$ cat src/rtl/shell_pool_if.sv
// rtl/shell_pool_if.sv - wall-map query bus between the shell pool and the wall map
interface shell_pool_if;
    logic [5:0] o_query_x;
    logic [5:0] o_query_y;
    logic       i_query_wall;

    // pool side: presents an address, receives the wall flag one cycle later
    modport master (
        output o_query_x,
        output o_query_y,
        input  i_query_wall
    );

    // wall-map side
    modport slave (
        input  o_query_x,
        input  o_query_y,
        output i_query_wall
    );
endinterface

$ cat src/rtl/shell_pool.sv
// rtl/shell_pool.sv - per-tank shell slots: spawn on fire, advance on step, wall/edge kill
module shell_pool #(
    parameter int NUM_SHELL   = 5,
    parameter int GAME_WIDTH  = 64,
    parameter int GAME_HEIGHT = 44
) (
    input  logic                   clk,
    input  logic                   rst,
    input  logic [1:0]             i_state,
    input  logic                   i_vga_buzy,
    input  logic                   i_fire,
    input  logic                   i_step,
    input  logic [5:0]             i_tank_x,
    input  logic [5:0]             i_tank_y,
    input  logic [1:0]             i_tank_dir,
    shell_pool_if.master           query_if,
    output logic [6*NUM_SHELL-1:0] o_shell_x,
    output logic [6*NUM_SHELL-1:0] o_shell_y,
    output logic [NUM_SHELL-1:0]   o_shell_valid,
    output logic [2:0]             o_remain,
    output logic                   o_busy
);
    localparam int         IW   = (NUM_SHELL > 1) ? $clog2(NUM_SHELL) : 1;
    localparam logic [5:0] XMAX = 6'(GAME_WIDTH - 1);
    localparam logic [5:0] YMAX = 6'(GAME_HEIGHT - 1);
    localparam logic [1:0] PLAYING = 2'b01;

    typedef enum logic [2:0] {IDLE, FIRE_Q, FIRE_CHK, STEP_Q, STEP_CHK} state_t;

    // One cell in direction d; bit 12 flags leaving the playfield, [11:6] x, [5:0] y.
    function automatic logic [12:0] next_cell(input logic [5:0] x, input logic [5:0] y,
                                              input logic [1:0] d);
        logic       oob;
        logic [5:0] nx;
        logic [5:0] ny;
        oob = 1'b0;
        nx  = x;
        ny  = y;
        case (d)
            2'd0:    begin oob = (y == 6'd0); ny = y - 6'd1; end
            2'd1:    begin oob = (x == XMAX); nx = x + 6'd1; end
            2'd2:    begin oob = (y == YMAX); ny = y + 6'd1; end
            default: begin oob = (x == 6'd0); nx = x - 6'd1; end
        endcase
        return {oob, nx, ny};
    endfunction

    state_t               r_st;
    logic [5:0]           r_x   [NUM_SHELL];
    logic [5:0]           r_y   [NUM_SHELL];
    logic [1:0]           r_dir [NUM_SHELL];
    logic [NUM_SHELL-1:0] r_valid;
    logic [2:0]           r_remain;
    logic                 r_fire_pend;
    logic                 r_step_pend;
    logic [IW-1:0]        r_idx;
    logic [5:0]           r_qx;
    logic [5:0]           r_qy;
    logic [5:0]           r_sp_x;
    logic [5:0]           r_sp_y;
    logic [1:0]           r_sp_dir;
    logic                 r_sp_oob;

    logic                 w_playing;
    logic                 w_go_fire;
    logic                 w_go_step;
    logic [12:0]          w_spawn;
    logic [5:0]           w_cur_x;
    logic [5:0]           w_cur_y;
    logic [1:0]           w_cur_d;
    logic                 w_cur_v;
    logic [12:0]          w_cur_nc;
    logic [IW-1:0]        w_nq_idx;
    logic [5:0]           w_nq_x;
    logic [5:0]           w_nq_y;
    logic [1:0]           w_nq_d;
    logic                 w_nq_v;
    logic [12:0]          w_nq_nc;
    logic                 w_nq_live;
    logic                 w_free_any;
    logic [IW-1:0]        w_free_idx;
    logic [NUM_SHELL-1:0] w_valid_nxt;
    logic [2:0]           w_remain_nxt;

    assign w_playing = (i_state == PLAYING);
    // Fire wins over step when both are pending at departure.
    assign w_go_fire = (r_st == IDLE) && w_playing && !i_vga_buzy && r_fire_pend;
    assign w_go_step = (r_st == IDLE) && w_playing && !i_vga_buzy && !r_fire_pend && r_step_pend;
    assign w_spawn   = next_cell(i_tank_x, i_tank_y, i_tank_dir);

    // Slot under check (r_idx) and slot whose query is loaded next (0 from IDLE, else r_idx+1).
    always_comb begin
        w_cur_x  = '0;
        w_cur_y  = '0;
        w_cur_d  = '0;
        w_cur_v  = 1'b0;
        w_nq_x   = '0;
        w_nq_y   = '0;
        w_nq_d   = '0;
        w_nq_v   = 1'b0;
        w_nq_idx = (r_st == IDLE) ? '0 : r_idx + IW'(1);
        for (int k = 0; k < NUM_SHELL; k++) begin
            if (IW'(k) == r_idx) begin
                w_cur_x = r_x[k];
                w_cur_y = r_y[k];
                w_cur_d = r_dir[k];
                w_cur_v = r_valid[k];
            end
            if (IW'(k) == w_nq_idx) begin
                w_nq_x = r_x[k];
                w_nq_y = r_y[k];
                w_nq_d = r_dir[k];
                w_nq_v = r_valid[k];
            end
        end
    end

    assign w_cur_nc  = next_cell(w_cur_x, w_cur_y, w_cur_d);
    assign w_nq_nc   = next_cell(w_nq_x, w_nq_y, w_nq_d);
    assign w_nq_live = w_nq_v && !w_nq_nc[12];

    // Lowest-index free slot.
    always_comb begin
        w_free_any = 1'b0;
        w_free_idx = '0;
        for (int k = NUM_SHELL - 1; k >= 0; k--) begin
            if (!r_valid[k]) begin
                w_free_any = 1'b1;
                w_free_idx = IW'(k);
            end
        end
    end

    // Next valid vector and its free count, so o_remain tracks valid in the same cycle.
    always_comb begin
        w_valid_nxt  = r_valid;
        w_remain_nxt = 3'(NUM_SHELL);
        if (!w_playing) begin
            w_valid_nxt = '0;
        end else if (r_st == FIRE_CHK && !query_if.i_query_wall && w_free_any) begin
            for (int k = 0; k < NUM_SHELL; k++)
                if (IW'(k) == w_free_idx) w_valid_nxt[k] = 1'b1;
        end else if (r_st == STEP_CHK && w_cur_v && (w_cur_nc[12] || query_if.i_query_wall)) begin
            for (int k = 0; k < NUM_SHELL; k++)
                if (IW'(k) == r_idx) w_valid_nxt[k] = 1'b0;
        end
        for (int k = 0; k < NUM_SHELL; k++)
            if (w_valid_nxt[k]) w_remain_nxt = w_remain_nxt - 3'd1;
    end

    // Valid bits and free-slot count.
    always_ff @(posedge clk or posedge rst) begin
        if (rst) begin
            r_valid  <= '0;
            r_remain <= 3'(NUM_SHELL);
        end else begin
            r_valid  <= w_valid_nxt;
            r_remain <= w_remain_nxt;
        end
    end

    // Control FSM: pending flags, spawn capture, query address, slot coordinate updates.
    always_ff @(posedge clk or posedge rst) begin
        if (rst) begin
            r_st        <= IDLE;
            r_fire_pend <= 1'b0;
            r_step_pend <= 1'b0;
            r_idx       <= '0;
            r_qx        <= '0;
            r_qy        <= '0;
            r_sp_x      <= '0;
            r_sp_y      <= '0;
            r_sp_dir    <= '0;
            r_sp_oob    <= 1'b0;
            for (int k = 0; k < NUM_SHELL; k++) begin
                r_x[k]   <= '0;
                r_y[k]   <= '0;
                r_dir[k] <= '0;
            end
        end else if (!w_playing) begin
            r_st        <= IDLE;
            r_fire_pend <= 1'b0;
            r_step_pend <= 1'b0;
            r_idx       <= '0;
            r_qx        <= '0;
            r_qy        <= '0;
        end else begin
            r_fire_pend <= (r_fire_pend & ~w_go_fire) | i_fire;
            r_step_pend <= (r_step_pend & ~w_go_step) | i_step;
            case (r_st)
                IDLE: begin
                    r_qx <= '0;
                    r_qy <= '0;
                    if (w_go_fire) begin
                        r_st     <= FIRE_Q;
                        r_sp_x   <= w_spawn[11:6];
                        r_sp_y   <= w_spawn[5:0];
                        r_sp_dir <= i_tank_dir;
                        r_sp_oob <= w_spawn[12];
                        if (!w_spawn[12]) begin
                            r_qx <= w_spawn[11:6];
                            r_qy <= w_spawn[5:0];
                        end
                    end else if (w_go_step) begin
                        r_st  <= STEP_Q;
                        r_idx <= '0;
                        r_qx  <= w_nq_live ? w_nq_nc[11:6] : 6'd0;
                        r_qy  <= w_nq_live ? w_nq_nc[5:0]  : 6'd0;
                    end
                end
                FIRE_Q: begin
                    if (r_sp_oob) begin
                        r_st <= IDLE;
                        r_qx <= '0;
                        r_qy <= '0;
                    end else begin
                        r_st <= FIRE_CHK;
                    end
                end
                FIRE_CHK: begin
                    if (!query_if.i_query_wall && w_free_any) begin
                        for (int k = 0; k < NUM_SHELL; k++) begin
                            if (IW'(k) == w_free_idx) begin
                                r_x[k]   <= r_sp_x;
                                r_y[k]   <= r_sp_y;
                                r_dir[k] <= r_sp_dir;
                            end
                        end
                    end
                    r_st <= IDLE;
                    r_qx <= '0;
                    r_qy <= '0;
                end
                STEP_Q: begin
                    r_st <= STEP_CHK;
                end
                default: begin
                    if (w_cur_v && !w_cur_nc[12] && !query_if.i_query_wall) begin
                        for (int k = 0; k < NUM_SHELL; k++) begin
                            if (IW'(k) == r_idx) begin
                                r_x[k] <= w_cur_nc[11:6];
                                r_y[k] <= w_cur_nc[5:0];
                            end
                        end
                    end
                    if (r_idx == IW'(NUM_SHELL - 1)) begin
                        r_st <= IDLE;
                        r_qx <= '0;
                        r_qy <= '0;
                    end else begin
                        r_st  <= STEP_Q;
                        r_idx <= r_idx + IW'(1);
                        r_qx  <= w_nq_live ? w_nq_nc[11:6] : 6'd0;
                        r_qy  <= w_nq_live ? w_nq_nc[5:0]  : 6'd0;
                    end
                end
            endcase
        end
    end

    genvar g;
    generate
        for (g = 0; g < NUM_SHELL; g++) begin : g_pack
            assign o_shell_x[6*g +: 6] = r_x[g];
            assign o_shell_y[6*g +: 6] = r_y[g];
        end
    endgenerate

    assign o_shell_valid      = r_valid;
    assign o_remain           = r_remain;
    assign o_busy             = (r_st != IDLE);
    assign query_if.o_query_x = r_qx;
    assign query_if.o_query_y = r_qy;
endmodule

$ cat src/flat_wrapper.sv
// flat-port wrapper written by rule: the top's interface ports become plain ports
module shell_pool_flat 
#(
    parameter int NUM_SHELL   = 5,
    parameter int GAME_WIDTH  = 64,
    parameter int GAME_HEIGHT = 44
)
  (clk, rst, i_state, i_vga_buzy, i_fire, i_step, i_tank_x, i_tank_y, i_tank_dir, o_shell_x, o_shell_y, o_shell_valid, o_remain, o_busy, query_if_o_query_x, query_if_o_query_y, query_if_i_query_wall);
  shell_pool_if query_if_i ();
  input  logic clk;
  input  logic rst;
  input  logic [1:0] i_state;
  input  logic i_vga_buzy;
  input  logic i_fire;
  input  logic i_step;
  input  logic [5:0] i_tank_x;
  input  logic [5:0] i_tank_y;
  input  logic [1:0] i_tank_dir;
  output logic [6*NUM_SHELL-1:0] o_shell_x;
  output logic [6*NUM_SHELL-1:0] o_shell_y;
  output logic [NUM_SHELL-1:0] o_shell_valid;
  output logic [2:0] o_remain;
  output logic o_busy;
  output wire logic [$bits(query_if_i.o_query_x)-1:0] query_if_o_query_x;
  output wire logic [$bits(query_if_i.o_query_y)-1:0] query_if_o_query_y;
  input wire logic [$bits(query_if_i.i_query_wall)-1:0] query_if_i_query_wall;
  assign query_if_o_query_x = query_if_i.o_query_x;
  assign query_if_o_query_y = query_if_i.o_query_y;
  assign query_if_i.i_query_wall = query_if_i_query_wall;
  shell_pool #(.NUM_SHELL(NUM_SHELL), .GAME_WIDTH(GAME_WIDTH), .GAME_HEIGHT(GAME_HEIGHT)) u_core (.clk(clk), .rst(rst), .i_state(i_state), .i_vga_buzy(i_vga_buzy), .i_fire(i_fire), .i_step(i_step), .i_tank_x(i_tank_x), .i_tank_y(i_tank_y), .i_tank_dir(i_tank_dir), .query_if(query_if_i), .o_shell_x(o_shell_x), .o_shell_y(o_shell_y), .o_shell_valid(o_shell_valid), .o_remain(o_remain), .o_busy(o_busy));
endmodule
$ cat config.mk
export PLATFORM = sky130hd
export DESIGN_NAME = shell_pool_flat
export DESIGN_NICKNAME = d
export VERILOG_FILES = /design/src/rtl/shell_pool_if.sv /design/src/rtl/shell_pool.sv /design/src/flat_wrapper.sv
export SDC_FILE = /design/constraint.sdc
export NUM_CORES = 1
export LEC_CHECK = 0
export ABC_AREA = 1
export CORE_ASPECT_RATIO = 0.5
export CORE_MARGIN = 4
export CORE_UTILIZATION = 53
export CTS_CLUSTER_SIZE = 24
export DETAILED_ROUTE_END_ITERATION = 10
export PLACE_DENSITY = 0.77
export SYNTH_ARGS = -nofsm -noshare
export SYNTH_HDL_FRONTEND = slang
export SYNTH_SLANG_ARGS = --single-unit
$ cat constraint.sdc
create_clock -name clk -period 6.1 [get_ports clk]
set_input_delay 1.22 -clock clk [delete_from_list [all_inputs] [get_ports clk]]
set_output_delay 1.22 -clock clk [all_outputs]
set_load 0.03 [all_outputs]
Word-level counts from Yosys, hierarchy flattened:

Index checks and enable logic that the tools add are counted.

* register bits: 113
* bits in latches: 0
* RAM bits: 0
* bits in read-only memories: 0
* bits of input ports: 22
* output and inout bits: 81
* word-level logic and storage cells: 283
* memories: 0

* add/sub/neg operators: 17
* $mul: 0
* div/mod/pow operators: 0
* $lt $le $gt $ge: 0
* eq/ne operators: 43
* shift operators: 0
* muxes and demuxes: 132
* bitwise gates (word level): 7
* reductions and logical operators: 57

Operators with widths (number)
* $mux W6: 53
* $mux W30: 4
* $pmux W30 S2: 2
* $pmux W6 S2: 6
* $mux W3: 17
* $pmux W6 S4: 2
* $add A6 B1 Y6 const B: 6
* $eq A6 B6 Y1 const B: 6
* $logic_not A6 Y1: 6
* $sub A6 B1 Y6 const B: 6
* $reduce_and A6 Y1: 5
* $mux W1: 28
* $mux W2: 12
* $reduce_and A4 Y1: 6
* $eq A2 B3 Y1 const A: 6
* $ne A2 B2 Y1 const B: 8
* $mux W5: 3
* $logic_and A1 B1 Y1: 13
* $logic_not A3 Y1: 4
* $pmux W3 S4: 1
* $reduce_bool A2 Y1: 6
* $sub A3 B1 Y3 const B: 4
* $eq A1 B3 Y1 const A: 3
* $eq A3 B3 Y1 const A: 3
* 22 further kinds: 46

Logic depth before layout (Yosys ltp):

Gate-level depths: netlist of the first run.

* word-level depth: 22
* gate-level depth with buffers: 32
* depth with buffers taken out: 31

Worst setup path before layout of the first run:

Ideal clock, no wire load.

* path kind: flip-flop to flip-flop
* start: reg u_core.r_idx[0]
* end: reg u_core.r_remain[1], in the netlist u_core.o_remain[1]
* library setup time: 0.065 ns
* data arrival time: 3.876 ns
* required time: 6.035 ns
* path slack: 2.159 ns
* cell stages (with the launch flop): 26
* path buffers: 2
* clock period less this slack: 3.941 ns
* cells stage by stage: dfrtp_1 > ha_1 > ha_1 > buf_2 > inv_1 > clkbuf_1 > nand3_1 > nand2_1 > nand2_1 > nand2_1 > nor2_1 > a21oi_1 > nand3_2 > nand3_1 > nand2_1 > nand2_1 > inv_1 > ha_1 > or2_2 > and2_1 > ha_1 > nand2_1 > nand2_1 > ha_1 > or2_2 > nand2_1

* cells in the longest elaborated chain, start to end: 22
* elaborated cells on any way between the ends: 53
* classes of those cells: 4 x add/sub; 8 x eq/ne; 34 x mux; 7 x reduce/logical

RTL lines
* start: declaration: line shell_pool.sv:56 `logic [IW-1:0] r_idx;`
* start signal: assignment: line shell_pool.sv:252 `r_idx <= r_idx + IW'(1);`
* $logic_not A3 Y1: line shell_pool.sv:103, shell_pool.sv:145
* $mux W6 or $mux W2 (tied branches) (5 in a row): line shell_pool.sv:103 `if (IW'(k) == r_idx) begin`
* $eq A6 B6 Y1 (tied with other cells): line shell_pool.sv:42 `2'd2: begin oob = (y == YMAX); ny = y + 6'd1; end`
* $pmux W1 S3: line shell_pool.sv:39 `case (d)`
* $logic_or A1 B1 Y1: line shell_pool.sv:143 `end else if (r_st == STEP_CHK && w_cur_v && (w_cur_nc[12] || query_if.i_query_wall)) begin`
* $logic_and A1 B1 Y1: line shell_pool.sv:143
* $mux W5 (*): line shell_pool.sv:143
* $mux W5 (*): line shell_pool.sv:140 `end else if (r_st == FIRE_CHK && !query_if.i_query_wall && w_free_any) begin`
* [1 not listed]
* via u_core.w_valid_nxt[0]: line shell_pool.sv:82 `logic [NUM_SHELL-1:0] w_valid_nxt;`
* [2 not listed]
* $mux W3 (*): line shell_pool.sv:148 `if (w_valid_nxt[k]) w_remain_nxt = w_remain_nxt - 3'd1;`
* $sub A3 B1 Y3: line shell_pool.sv:148
* $mux W3 (*): line shell_pool.sv:148
* $sub A3 B1 Y3: line shell_pool.sv:148
* $mux W3 (*): line shell_pool.sv:148
* $sub A3 B1 Y3: line shell_pool.sv:148
* $mux W3 (*): line shell_pool.sv:148
* via u_core.w_remain_nxt[1]: line shell_pool.sv:83 `logic [2:0] w_remain_nxt;`
* end signal: assignment: line shell_pool.sv:155 `r_remain <= 3'(NUM_SHELL);`
* end signal: assignment: line shell_pool.sv:158 `r_remain <= w_remain_nxt;`
* end: declaration: line shell_pool.sv:53 `logic [2:0] r_remain;`

Mark *: on every way through the listed nets, which the timed path passes. The rest lies on a longest branch.
A chain may end at the register's enable or synchronous reset.

Final worst setup path of the first run:

* start: reg u_core.r_idx[1]
* end: reg u_core.r_remain[2], in the netlist u_core.o_remain[2]

Same word-level chain as after synthesis.

==> results.md, run 1 <==
* Slowest CP cell: nor2_2
* Post-CTS Resized at 0
* Antenna viol nets, final at 0
* Crit Path Class: reg -> reg
* FILL cells at 1,389
* First-pass detailed-route iteration total at 6
* Detailed-route via count at between 9,000 and 10,000
* Placement Rows at 32
* CP max FO at 16
* Area of the mapped netlist at ~8400 um2
* Met1 usage at between 40% and 50%
* Synth warn at 0
* Chip width at around 190 um
* Final min period at about 5.0 ns
* Worst skew pair latency at 0.42 ns
* Post-CTS setup buffers at 0
* Most used cell, CP: nand2_1
* Number of synthesized flops with an enable pin at 0
* Final hold slack at between 0.4 and 0.5 ns
* Data required time of the worst path at between 6 and 7 ns
* Final Hold Fails at 0
* Synth cell types at 45
* Post-synth top area share at between 30% and 40%
* Endpoint class of the critical path: flip-flop
* Ys flop type: dfrtp_1
* Clock skew at roughly 0.011 ns
* Setup violations, final at 0
* Worst Hold Class: reg -> reg
* IO Pins at between 100 and 150
* CP max stage delay at about 0.62 ns
* Clock Path Buffers at 2
* Drt total wl at roughly 29,000 um
* Root Buffer: clkbuf_16
* Pins Over Slew Limit at 0
* Initial antenna violation count at 0
* Initial Utilization at about 54%
* Final core occ at between 60% and 70%
* GR Util met2 at around 46%
* Non-filler cells, final at roughly 1,600
* Power Dens Cells at roughly 360 nW/um2
* Largest cells by area after synthesis: dfrtp_1, nand2_1, inv_1
* Vias/cell at 5.75
* Wire per inst at about 18 um
* P&R area growth vs syn at 20.9%
* GRT Overall Usage at between 30 and 40%
* Largest net degree at the start of global routing at 67
* Net count, final at 1,435
* CTS sink count at about 110
* Share of cells above drive strength 1 at 5.05%
* Die Ht at around 100 um
* Ys async rst share at 100%
* Syn_nets at around 1,300
* Seq/Total Area, Yosys at between 30% and 40%
* Cell with the most instances after synthesis: nand2_1
* Max VDD drop at ~0.00021 V
* Total grt overflow at 0
* H-Tree Depth at 4
* DPL Wire Length at 21,900 um
* Placed cell count at 1,559
* Die area at 18,100 um2
* Sequential Area at 2830 um2
* First-pass GRT wire length at approximately 46,000 um
* Setup TNS Final at 0 ns
* Seq cells post-synth at between 100 and 150
* Final Cycle Share at between 80% and 90%
* CTS tree: built
* Biggest area consumer among synthesized cells: dfrtp_1
* Critical Path AT at 5.41 ns
* Met3 usage at 7.40%
* R2R setup slack at 1.05 ns
* F_max at 198 MHz
* Post-synth top cells: nand2_1, inv_1, o21ai_0
* TritonCTS Buffers at 17
* Mapped Cells at approximately 1,300
* Hold-fix buffers, CTS at 0
* GPL Wtd Cong at ~1.0
* Total Power at 3.64 mW
* Slew @ Worst Pin at roughly 1.1 ns
* Syn_area_per_cell at 6.55 um2
* Startpoint Class: flip-flop
* Vias in the first global route at 8,432
* CORE AREA at about 15,000 um2
* Outcome: finished clean
* N_diodes at 0
* Maxcap violations at 0
* Port buffer count at between 100 and 150
* Multi-input gate area at about 4700 um2
* GRT busiest layer: met1
* Worst rel slew slack at between 20% and 30%
* Leakage at 5.07 nW
* DRC at 0
* Starting DRC count in detailed routing at between 1,000 and 1,500
* RSZ-0062 raised after global routing: no
* Reg clk slew, reported paths at roughly 0.060 ns
[cell usage in the layout (no fill, tap or decap), types with 3 or more instances in the layout]
master,Yosys,final
fa_1,6,6
clkinvlp_4,0,3
dfrtp_1,111,111
o21ai_0,132,132
inv_1,184,183
nand3b_1,5,5
clkbuf_16,0,17
o211ai_1,6,6
inv_2,5,5
nand3_1,118,118
or2_2,10,10
nand2_1,391,391
buf_4,5,13
nand4_1,9,9
xor2_1,14,14
xnor2_1,4,4
a21oi_1,55,55
o21bai_1,4,4
a211oi_1,4,4
o22ai_1,16,16
nor2_1,88,88
clkinv_4,0,6
nor4_1,3,3
clkdlybuf4s50_1,0,102
ha_1,33,33
nor3_1,12,12
a31oi_1,6,6
[routing by layer]
layer | vias up | wire length (um)
met1 | 4219 | 13100
li1 | 4307 | -
met3 | 58 | 3480
met2 | 572 | 11900
met4 | 0 | 556
met5 | - | 0
[final cells by class]
| cell class | count | share of cell area (%) |
|---|---|---|
| repair buffers | 115 | 11.0 |
| flip-flops and latches | 113 | 27.8 |
| multi-input cells | 936 | 45.8 |
| clock buffers | 18 | 4.22 |
| well taps | 204 | 2.51 |
| clock inverters | 14 | 1.57 |
| inverters | 191 | 7.07 |
[worst max-delay path: cells and delay by family (launching register included)]
family | cells | cell delay [ns]
xor+xnor | 1 | 0.20
flops | 1 | 0.40
simple gates | 20 | 2.97
fa+ha+maj | 4 | 0.82
buf+inv | 4 | 0.58
[kinds of logic (layout without fill, tap and decap cells)]
group / Yosys count / after routing / synth area share, %
AO/OA/AOI/OAI: 236 / 236 / 15.4
adder cells (fa/ha/maj): 39 / 39 / 6.33
buffers and inverters: 236 / 338 / 11.0
flip-flops: 113 / 113 / 33.6
XOR/XNOR: 18 / 18 / 1.87
AND/OR/NAND/NOR: 643 / 643 / 31.8
[per-stage QoR]
| step | area [um2] | setup slack [ns] |
|---|---|---|
| finish | 10200 | 1.05 |
| global route | 10200 | 0.817 |
| CTS | 10200 | 1.26 |
| detailed placement | 9590 | 0.960 |
| global placement | 9590 | 0.846 |
| floorplan | 8420 | 1.90 |
[worst paths after layout]
check	from	to	depth (start not counted)
max in group asynchronous	rst	u_core.r_dir[6]	3
min reg2reg	u_core.query_if.o_query_y[4]	u_core.query_if.o_query_y[4]	2
min	u_core.query_if.o_query_y[4]	u_core.query_if.o_query_y[4]	2
max reg2reg	u_core.r_idx[1]	u_core.o_remain[2]	29
min in group asynchronous	rst	u_core.r_fire_pend	2
max	u_core.r_idx[1]	u_core.o_remain[2]	29
[state kept, by name, indices dropped and copies added (netlist names), 3 cells and up]
signal and count:
u_core.o_remain 3, u_core.o_shell_y 30, u_core.query_if.o_query_x 6, u_core.r_dir 10
u_core.query_if.o_query_y 6, u_core.o_shell_valid 5, u_core.o_shell_x 30, u_core.r_idx 3
u_core.r_st 3, u_core.r_sp_y 6, u_core.r_sp_x 6
[power by group]
group          internal (mW)  switching [mW]
logic                  0.531            1.09
registers              0.882           0.125
clock network          0.608           0.407
(Power assumes the default switching activity.)
==> run 2: changes to the inputs <==
==> constraint.sdc (replaced) <==
create_clock -name clk -period 4.7 [get_ports clk]
set_input_delay 0.94 -clock clk [delete_from_list [all_inputs] [get_ports clk]]
set_output_delay 0.94 -clock clk [all_outputs]
set_load 0.03 [all_outputs]
==> results.md, run 2 (synthesized netlist as in run 1, its figures left out) <==
* Outcome: finished clean (unchanged)
* Stages on worst setup path at 30 (was 29)
* Power Dens Cells at 477 nW/um2 (was 358 nW/um2)
* Initial antenna violation count at 0 (unchanged)
* Slew @ Worst Pin at 0.968 ns (was 1.08 ns)
* Starting DRC count in detailed routing at 1,217 (was 1,190)
* Most frequent cells in the layout: nand2_1, inv_1, o21ai_0, nand3_1, dfrtp_1 (unchanged)
* Startpoint Class: flip-flop (unchanged)
* DPL Wire Length at 23,100 um (was 21,900 um)
* GRT Overall Usage at 33.4% (was 32.3%)
* P&R area growth vs syn at 24.5% (was 20.9%)
* Hold Crit Start: u_core.query_if.o_query_x[2] (was u_core.query_if.o_query_y[4])
* WHS Endpoint: u_core.query_if.o_query_x[2] (was u_core.query_if.o_query_y[4])
* First-pass GRT wire length at 47,300 um (was 46,100 um)
* Critical Path AT at 4.78 ns (was 5.41 ns)
* Die Ht at 97.1 um (unchanged)
* Final WS setup at 0.262 ns (was 1.05 ns)
* Net Sw Frac at 43.0% (was 44.6%)
* Reg power frac at 26.3% (was 27.6%)
* Final Hold Fails at 0 (unchanged)
* Max VDD drop at 0.000303 V (was 0.000211 V)
* CORE AREA at 15,500 um2 (unchanged)
* Endpoint class of the critical path: flip-flop (unchanged)
* CTS tree: built (unchanged)
* Share of cells above drive strength 1 at 7.20% (was 5.05%)
* Power share of the clock group at 30.0% (was 27.9%)
* Worst skew pair latency at 0.42 ns (about the same)
* Final min period at 4.44 ns (was 5.05 ns)
* GPL Wtd Cong at 0.973 (was 1.02)
* Detailed-route via count at 9,262 (was 9,156)
* Setup violations, final at 0 (unchanged)
* CP max FO at 10 (was 16)
* Setup TNS Final at 0 ns (unchanged)
* Critical R2R Launch: u_core.r_idx[1] (unchanged)
* F_max at 225 MHz (was 198 MHz)
* Placement Rows at 32 (unchanged)
* Worst-case reg-to-reg path depth at 30 (was 29)
* Total Power at 5.00 mW (was 3.64 mW)
* Leakage at 5.25 nW (was 5.07 nW)
* Maxcap violations at 0 (unchanged)
* Total grt overflow at 0 (unchanged)
* Chip width at 186 um (unchanged)
* Post-CTS Resized at 0 (unchanged)
* Worst rel slew slack at 35.5% (was 27.5%)
* DRC at 0 (unchanged)
* Initial Utilization at 54.3% (unchanged)
* Drt total wl at 30,200 um (was 29,100 um)
* First-pass detailed-route iteration total at 5 (was 6)
* Data required time of the worst path at 5.04 ns (was 6.46 ns)
* Reg clk slew, reported paths at 0.06 ns (about the same)
* Clock Path Buffers at 2 (unchanged)
* Worst Path Buf+Inv at 5 (was 4)
* Top Family by Delay on Critical Path: simple AND/OR/NAND/NOR gates (unchanged)
* Net count, final at 1,464 (was 1,435)
* Die area at 18,100 um2 (unchanged)
* Final hold slack at 0.477 ns (was 0.486 ns)
* Port buffer count at 102 (unchanged)
* Root Buffer: clkbuf_16 (unchanged)
* Hold path depth at 2 (unchanged)
* Final Cycle Share at 94.4% (was 82.8%)
* Post-CTS setup buffers at 0 (unchanged)
* Crit Path Class: reg -> reg (unchanged)
* H-Tree Depth at 4 (unchanged)
* Pins Over Slew Limit at 0 (unchanged)
* Hold-fix buffers, CTS at 0 (unchanged)
* Largest net degree at the start of global routing at 75 (was 67)
* N_diodes at 0 (unchanged)
* Wire per inst at 18.7 um (was 18.3 um)
* IO Pins at 103 (unchanged)
* Slowest CP cell: dfrtp_1 (was nor2_2)
* Internal cell power at 2.85 mW (was 2.02 mW)
* R2R setup slack at 0.26 ns (was 1.05 ns)
* Vias/cell at 5.72 (was 5.75)
* Antenna viol nets, final at 0 (unchanged)
* RSZ-0062 raised after global routing: yes (was no)
* NetSw at 2.15 mW (was 1.62 mW)
* TritonCTS Buffers at 17 (unchanged)
* Power share of the combinational group at 43.7% (was 44.5%)
* CTS sink count at 113 (unchanged)
* Worst slack at placement at 0.309 ns (was 0.960 ns)
* Vias in the first global route at 8,671 (was 8,432)
* Clock skew at 0.0124 ns (was 0.0114 ns)
* CP max stage delay at 0.41 ns (was 0.62 ns)
* Worst r2r dst: u_core.o_remain[2] (unchanged)
* Leading cell type in the layout, fill and taps excluded: nand2_1 (unchanged)
* Worst Hold Class: reg -> reg (unchanged)
* Most used cell, CP: nand2_1 (unchanged)
==> run 2: area by class of cell <==
type	instances	area, um2
Fill cell	1410	5020
Multi-Input combinational cell	936	4670
Sequential cell	113	2830
Timing Repair Buffer	143	1330
Inverter	191	726
Clock buffer	18	439
Tap cell	204	255
Clock inverter	14	228
Timing Repair inverter	1	5.00
==> run 2: metal layers <==
metal	track usage [%]	part of all wire (%)	vias up
met3	9.31	11	64
met5	0	0	-
met2	47.0	41	518
met4	8.34	2.0	0
li1	-	-	4375
met1	50.5	46	4305
==> run 2: worst reg2reg max path, delay by kind of cell (launching register included) <==
family        cells  cell delay [ns]
flops             1             0.41
simple gates     20             2.26
xor+xnor          1             0.20
buf+inv           5             0.61
fa+ha+maj         4             0.86
==> run 2: how the worst max path moves through the flow <==
stage / start / end / slack (ns)
6_report: u_core.r_idx[1] / u_core.o_remain[2] / 0.26
5_1_grt: u_core.r_idx[1] / u_core.o_remain[2] / -0.05
4_1_cts: u_core.r_idx[0] / u_core.o_remain[2] / 0.27
3_5_place_dp: u_core.r_idx[0] / u_core.o_remain[2] / 0.31
3_3_place_gp: u_core.r_idx[0] / u_core.o_remain[2] / 0.43
2_1_floorplan: u_core.r_idx[0] / u_core.o_remain[1] / 0.76
==> run 2: power by group through the flow <==
stage	Clock [mW]	Sequential (mW)	Combinational, mW
after floorplan	0	1.52	1.08
after global placement	0	1.32	2.09
after detailed placement	0	1.32	2.12
after CTS	1.50	1.31	2.15
after global routing	1.55	1.33	2.40
final	1.50	1.32	2.19
==> run 2: per-stage QoR <==
step | cell area (um2) | instances | util [%]
after global placement | 9800 | 1587 | 63.2
final | 10500 | 1620 | 67.6
after floorplan | 8420 | 1285 | -
after detailed placement | 9800 | 1587 | 63.2
after CTS | 10500 | 1619 | 67.5
after global routing | 10500 | 1620 | 67.6
==> edit 1 (config.mk and constraints of run 2) <==
Remove the register `r_remain`: a continuous assignment takes its place, so the output `o_remain` follows one clock earlier.
--- a/src/rtl/shell_pool.sv
+++ b/src/rtl/shell_pool.sv
@@ -152,12 +152,12 @@
     always_ff @(posedge clk or posedge rst) begin
         if (rst) begin
             r_valid  <= '0;
-            r_remain <= 3'(NUM_SHELL);
         end else begin
             r_valid  <= w_valid_nxt;
-            r_remain <= w_remain_nxt;
-        end
-    end
+        end
+    end
+
+    assign r_remain = w_remain_nxt;
 
     // Control FSM: pending flags, spawn capture, query address, slot coordinate updates.
     always_ff @(posedge clk or posedge rst) begin
Behaviour: not the same (a bounded check fails within 4 cycles, from zero or initial values and one cycle with rst high).
==> edit 1 against run 2 <==
The run now ends with negative setup slack left; worst setup slack got worse by 0.68 ns; cell area is 8.6% higher; synthesized area is 0.61% higher; cell count is 5.2% higher; wire length is 2.4% higher; sequential cell count down 3; worst hold slack improved by 0.0062 ns; via count rose by 4.5%; die area increased by 0.57%; clock skew is 0.0010 ns lower.
Power is not compared: it rests on default switching activity, and its combinational part moved more than twofold at a synthesized area within 25%.
==> edit 1: results (changes against run 2) <==
Worst EP arrival=4.18 ns (-0.60 ns); Hold EP=u_core.r_dir[0]$_DFFE_PP0P_; asr flop ratio synth=1.00 (unchanged); detailed placement HPWL=22800 um (-1.1%); post-synthesis compound-gate area fraction=0.111 (-0.0436); met1 Use GR=0.462 (-0.0434); setup_tns=-0.817 ns (-0.817 ns); most common library cells after synthesis=nand2_1, nand3_1, inv_1; first-pass GRT wire length=48800 um (+3.2%); Synth Area in XOR/XNOR=0.0186 (-0.000113); failing checks=negative setup slack; vias in the first global route=9215 (+6.3%); Slew headroom=0.158 (-0.197); DR top layer=met5; met3 GRT Util=0.116 (+0.0228); detailed-route wire length on metal 1=13300 um (-4.3%); met2 WL=13100 um (+5.7%); routed vias=9682 (+4.5%); routability cong.=0.999 (+2.6%); final worst-path setup slack=-0.416 ns (-0.678 ns); total wire length=31000 um (+2.4%); layout cells sized above 1=0.191 (+0.119); R2R cell count=28 (-6.7%); terminus of the critical flop-to-flop path=u_core.query_if.o_query_y[5]$_DFFE_PP0P_; Crit-path slowest cell=dfrtp_1; clk_lat worst skew=0.36 ns (-0.06 ns); Syn Nets=1364 (+1.3%); post-synthesis sequential area ratio=0.325 (-0.0112); Non-Filler Instances=1705 (+5.2%); Hold Crit Class=register to register; Worst R2R Setup Slack=0.29 ns (+0.03 ns); First-pass DRT Iterations=7 (+2); Clock transition at path regs=0.09 ns (+0.03 ns); TritonCTS Buffers=9 (-8); reg2reg start=u_core.r_idx[0]$_DFFE_PP0P_; Adder-Cell Fraction of Synth Area=0.0629 (-0.000384); Total GRT Usage=0.333 (-0.00134); # fillers=1268 (-10%); # nets final=1557 (+6.4%); Inst Count DP=1647 (+3.8%); largest net degree at the start of global routing=67 (-11%); endpoints failing setup=3 (+3); H-tree depth=3 (-1); worst hold start=u_core.r_sp_dir[0]$_DFFE_PP0P_; Synth cell types=53 (+18%); mean area per synthesized cell=6.50 um^2 (-0.78%); Initial DRC Count=1057 (-13%); grt met2 use=0.496 (+0.0261); clock skew=0.0114 ns (-0.00101 ns); Worst Hold Margin=0.483 ns (+0.00622 ns); Setup WS pre-CTS=-0.244 ns (-0.552 ns); dpl cell area=0.0102 mm^2 (+4.1%); routed length on met3=3770 um (+12%); status=finished, violations left; crit-path max FO=4 (-6)
## edit 1: cell types whose count changed after synthesis, sizes merged, moves of 5 or more
cell / delta
o22ai: -7
clkbuf: -9
inv: -31
nand2: +73
or2: +5
a21oi: -12
nor2: +15
o21ai: -47
nand3: +32
buf: +5
## edit 1: worst max path at each step
stage                                startpoint           to  slack, ns
global route        u_core.r_idx[1]$_DFFE_PP0P_  o_remain[2]      -0.61
global placement                     i_state[0]  o_remain[1]      -0.13
CTS                 u_core.r_idx[0]$_DFFE_PP0P_  o_remain[2]      -0.32
floorplan           u_core.r_idx[0]$_DFFE_PP0P_  o_remain[2]      0.004
detailed placement  u_core.r_idx[0]$_DFFE_PP0P_  o_remain[2]      -0.24
finish              u_core.r_idx[1]$_DFFE_PP0P_  o_remain[2]      -0.42
## edit 1: worst max-delay path: cells and delay by family, from the launching register on
family,cells,cell delay [ns]
DFF,1,0.41
buffers and inverters,11,0.96
and+or+nand+nor,20,1.52
xor gates and xnor gates,1,0.17
adders and majority gates,4,0.73
## edit 1: area by class of cell
class	count	area (um^2)	area share
multi-input cells	993	5390	0.474
clock inverters	7	88.8	0.00781
well taps	204	255	0.0224
repair buffers	223	2060	0.181
inverters	159	607	0.0533
flip-flops and latches	110	2750	0.242
clock buffers	9	225	0.0198
## edit 1: where the power goes
group          leakage, nW  switching (mW)  total [mW]  internal, mW
clock network        0.152           0.409       0.838         0.429
registers             1.44          0.0155        1.00         0.985
logic                 4.02           0.393       0.591         0.198
## edit 1: repair_timing
item / CTS / global route
gates cloned: 2 / 0
setup endpoints to repair: 2 / 4
pin swaps: 58 / 35
setup buffers: 32 / 8
gates resized for setup: 110 / 24
hold endpoints to repair: 0 / 0
==> edit 2 (flow settings as in run 2) <==
Made on the original files. `NUM_SHELL` is set to 5 in 2 places; all go to 4.
--- a/src/rtl/shell_pool.sv
+++ b/src/rtl/shell_pool.sv
@@ -1,6 +1,6 @@
 // rtl/shell_pool.sv - per-tank shell slots: spawn on fire, advance on step, wall/edge kill
 module shell_pool #(
-    parameter int NUM_SHELL   = 5,
+    parameter int NUM_SHELL   = 4,
     parameter int GAME_WIDTH  = 64,
     parameter int GAME_HEIGHT = 44
 ) (
--- a/src/flat_wrapper.sv
+++ b/src/flat_wrapper.sv
@@ -1,7 +1,7 @@
 // flat-port wrapper written by rule: the top's interface ports become plain ports
 module shell_pool_flat 
 #(
-    parameter int NUM_SHELL   = 5,
+    parameter int NUM_SHELL   = 4,
     parameter int GAME_WIDTH  = 64,
     parameter int GAME_HEIGHT = 44
 )
Ports: changed (resized o_shell_valid, o_shell_x and o_shell_y); port bits go from 103 to 90. The function was not compared with the original's and may differ.
==> edit 2 against run 2 <==
Utilization fell by 4.1 points; critical path type unchanged; total power fell by 36%; sequential power fell by 27%; worst setup slack improved by 0.20 ns; clock power fell by 46%; via count fell by 10%; cell area fell by 12%; synthesized area fell by 6.1%; sequential cell count fell by 16; non-clock buffer count fell by 32; wire length fell by 13%; critical endpoint is now u_core.query_if.o_query_y[5]$_DFFE_PP0P_.
==> edit 2: results (changes against run 2) <==
routability cong.=0.966 (-0.78%); Hold EP=u_core.query_if.o_query_y[3]$_DFFE_PP0P_; largest net degree at the start of global routing=54 (-28%); reg2reg start=u_core.r_idx[0]$_DFFE_PP0P_; First-pass DRT Iterations=6 (+1); switching share of power=0.430 (about the same); routed vias=8337 (-10%); detailed-route wire length per cell=18.2 um (-2.6%); detailed placement HPWL=20100 um (-13%); Worst EP arrival=4.53 ns (-0.25 ns); clock skew=0.0114 ns (-0.000954 ns); post-synthesis sequential area ratio=0.307 (-0.0291); status=complete, no violations; dpl cell area=0.00891 mm^2 (-9.1%); Pleak=4.55 nW (-13%); layout cells sized above 1=0.0732 (+0.00121); Inst Count DP=1438 (-9.4%); Worst VDD drop=0.188 mV (-38%); mean area per synthesized cell=6.67 um^2 (+1.8%); antenna violations before repair=2 (+2); # fillers=1357 (-3.8%); worst hold start=u_core.query_if.o_query_y[3]$_DFFE_PP0P_; TritonCTS Buffers=9 (-8); top cells by area, synth=dfrtp_1, nand2_1, nand4_1; H-tree depth=3 (-1); first-pass GRT wire length=41600 um (-12%); crit-path max FO=21 (+11)
## edit 2: cell types whose count changed in the layout (fill, tap and decap cells not counted), sizes merged, moves of 8 or more
cell / change
o22ai: -14
nand3: -41
dfrtp: -15
a21oi: +13
nand4: +81
clkbuf: -8
clkdlybuf4s50: -13
inv: -44
nor2: -13
o21ai: -53
buf: -19
xnor2: +8
## edit 2: logic make-up after synthesis
family,Yosys count,share of synthesized area
xor+xnor,19,0.0210
buf+inv,204,0.110
flops,97,0.307
compound gates,174,0.126
fa+ha+maj,39,0.0684
mux,1,0.00127
simple gates,652,0.367
## edit 2: per-stage QoR
stage | worst slack, ns | utilization
6_report | 0.461 | 0.635
5_1_grt | 0.00325 | 0.635
4_1_cts | 0.439 | 0.634
3_5_place_dp | 0.466 | 0.612
3_3_place_gp | 0.546 | 0.612
2_1_floorplan | 1.21 | -
## edit 2: how the worst max path moves through the flow
stage / endpoint / slack, ns / cells past startpoint
CTS: u_core.o_remain[2]$_DFF_PP1_ / 0.44 / 20
global placement: u_core.o_remain[2]$_DFF_PP1_ / 0.55 / 20
global route: u_core.query_if.o_query_x[5]$_DFFE_PP0P_ / 0.003 / 20
detailed placement: u_core.o_remain[2]$_DFF_PP1_ / 0.47 / 20
floorplan: u_core.o_remain[2]$_DFF_PP1_ / 1.21 / 23
finish: u_core.query_if.o_query_y[5]$_DFFE_PP0P_ / 0.46 / 19
## edit 2: tightest hold or removal path, stage by stage, from the launching register on
cell     delay (ns)
dfrtp_1        0.35
nand2_1        0.05
nand2_1        0.05
## edit 2: power by group through the flow
stage	Combinational (mW)	Sequential [mW]	Clock (mW)
3_3_place_gp	1.36	0.968	0
5_1_grt	1.56	0.963	0.856
3_5_place_dp	1.38	0.970	0
6_report	1.42	0.958	0.811
2_1_floorplan	0.926	0.978	0
4_1_cts	1.39	0.954	0.816
## edit 2: cell type report
type / count / area share
multi-input cells: 885 / 0.501
clock inverters: 6 / 0.00975
flip-flops and latches: 97 / 0.263
clock buffers: 10 / 0.0248
repair buffers: 111 / 0.114
inverters: 147 / 0.0603
well taps: 198 / 0.0268
## edit 2: layer usage
metal | track usage | vias up | wire length, um
li1 | - | 4032 | -
met1 | 0.453 | 3847 | 12100
met2 | 0.468 | 411 | 11100
met3 | 0.0635 | 43 | 2660
met4 | 0.0836 | 4 | 594
met5 | 0 | - | 31
## edit 2: repair_timing
| action | CTS | global route |
|---|---|---|
| setup buffers | 0 | 0 |
| resized for setup | 0 | 2 |
| setup endpoints to repair | 0 | 2 |
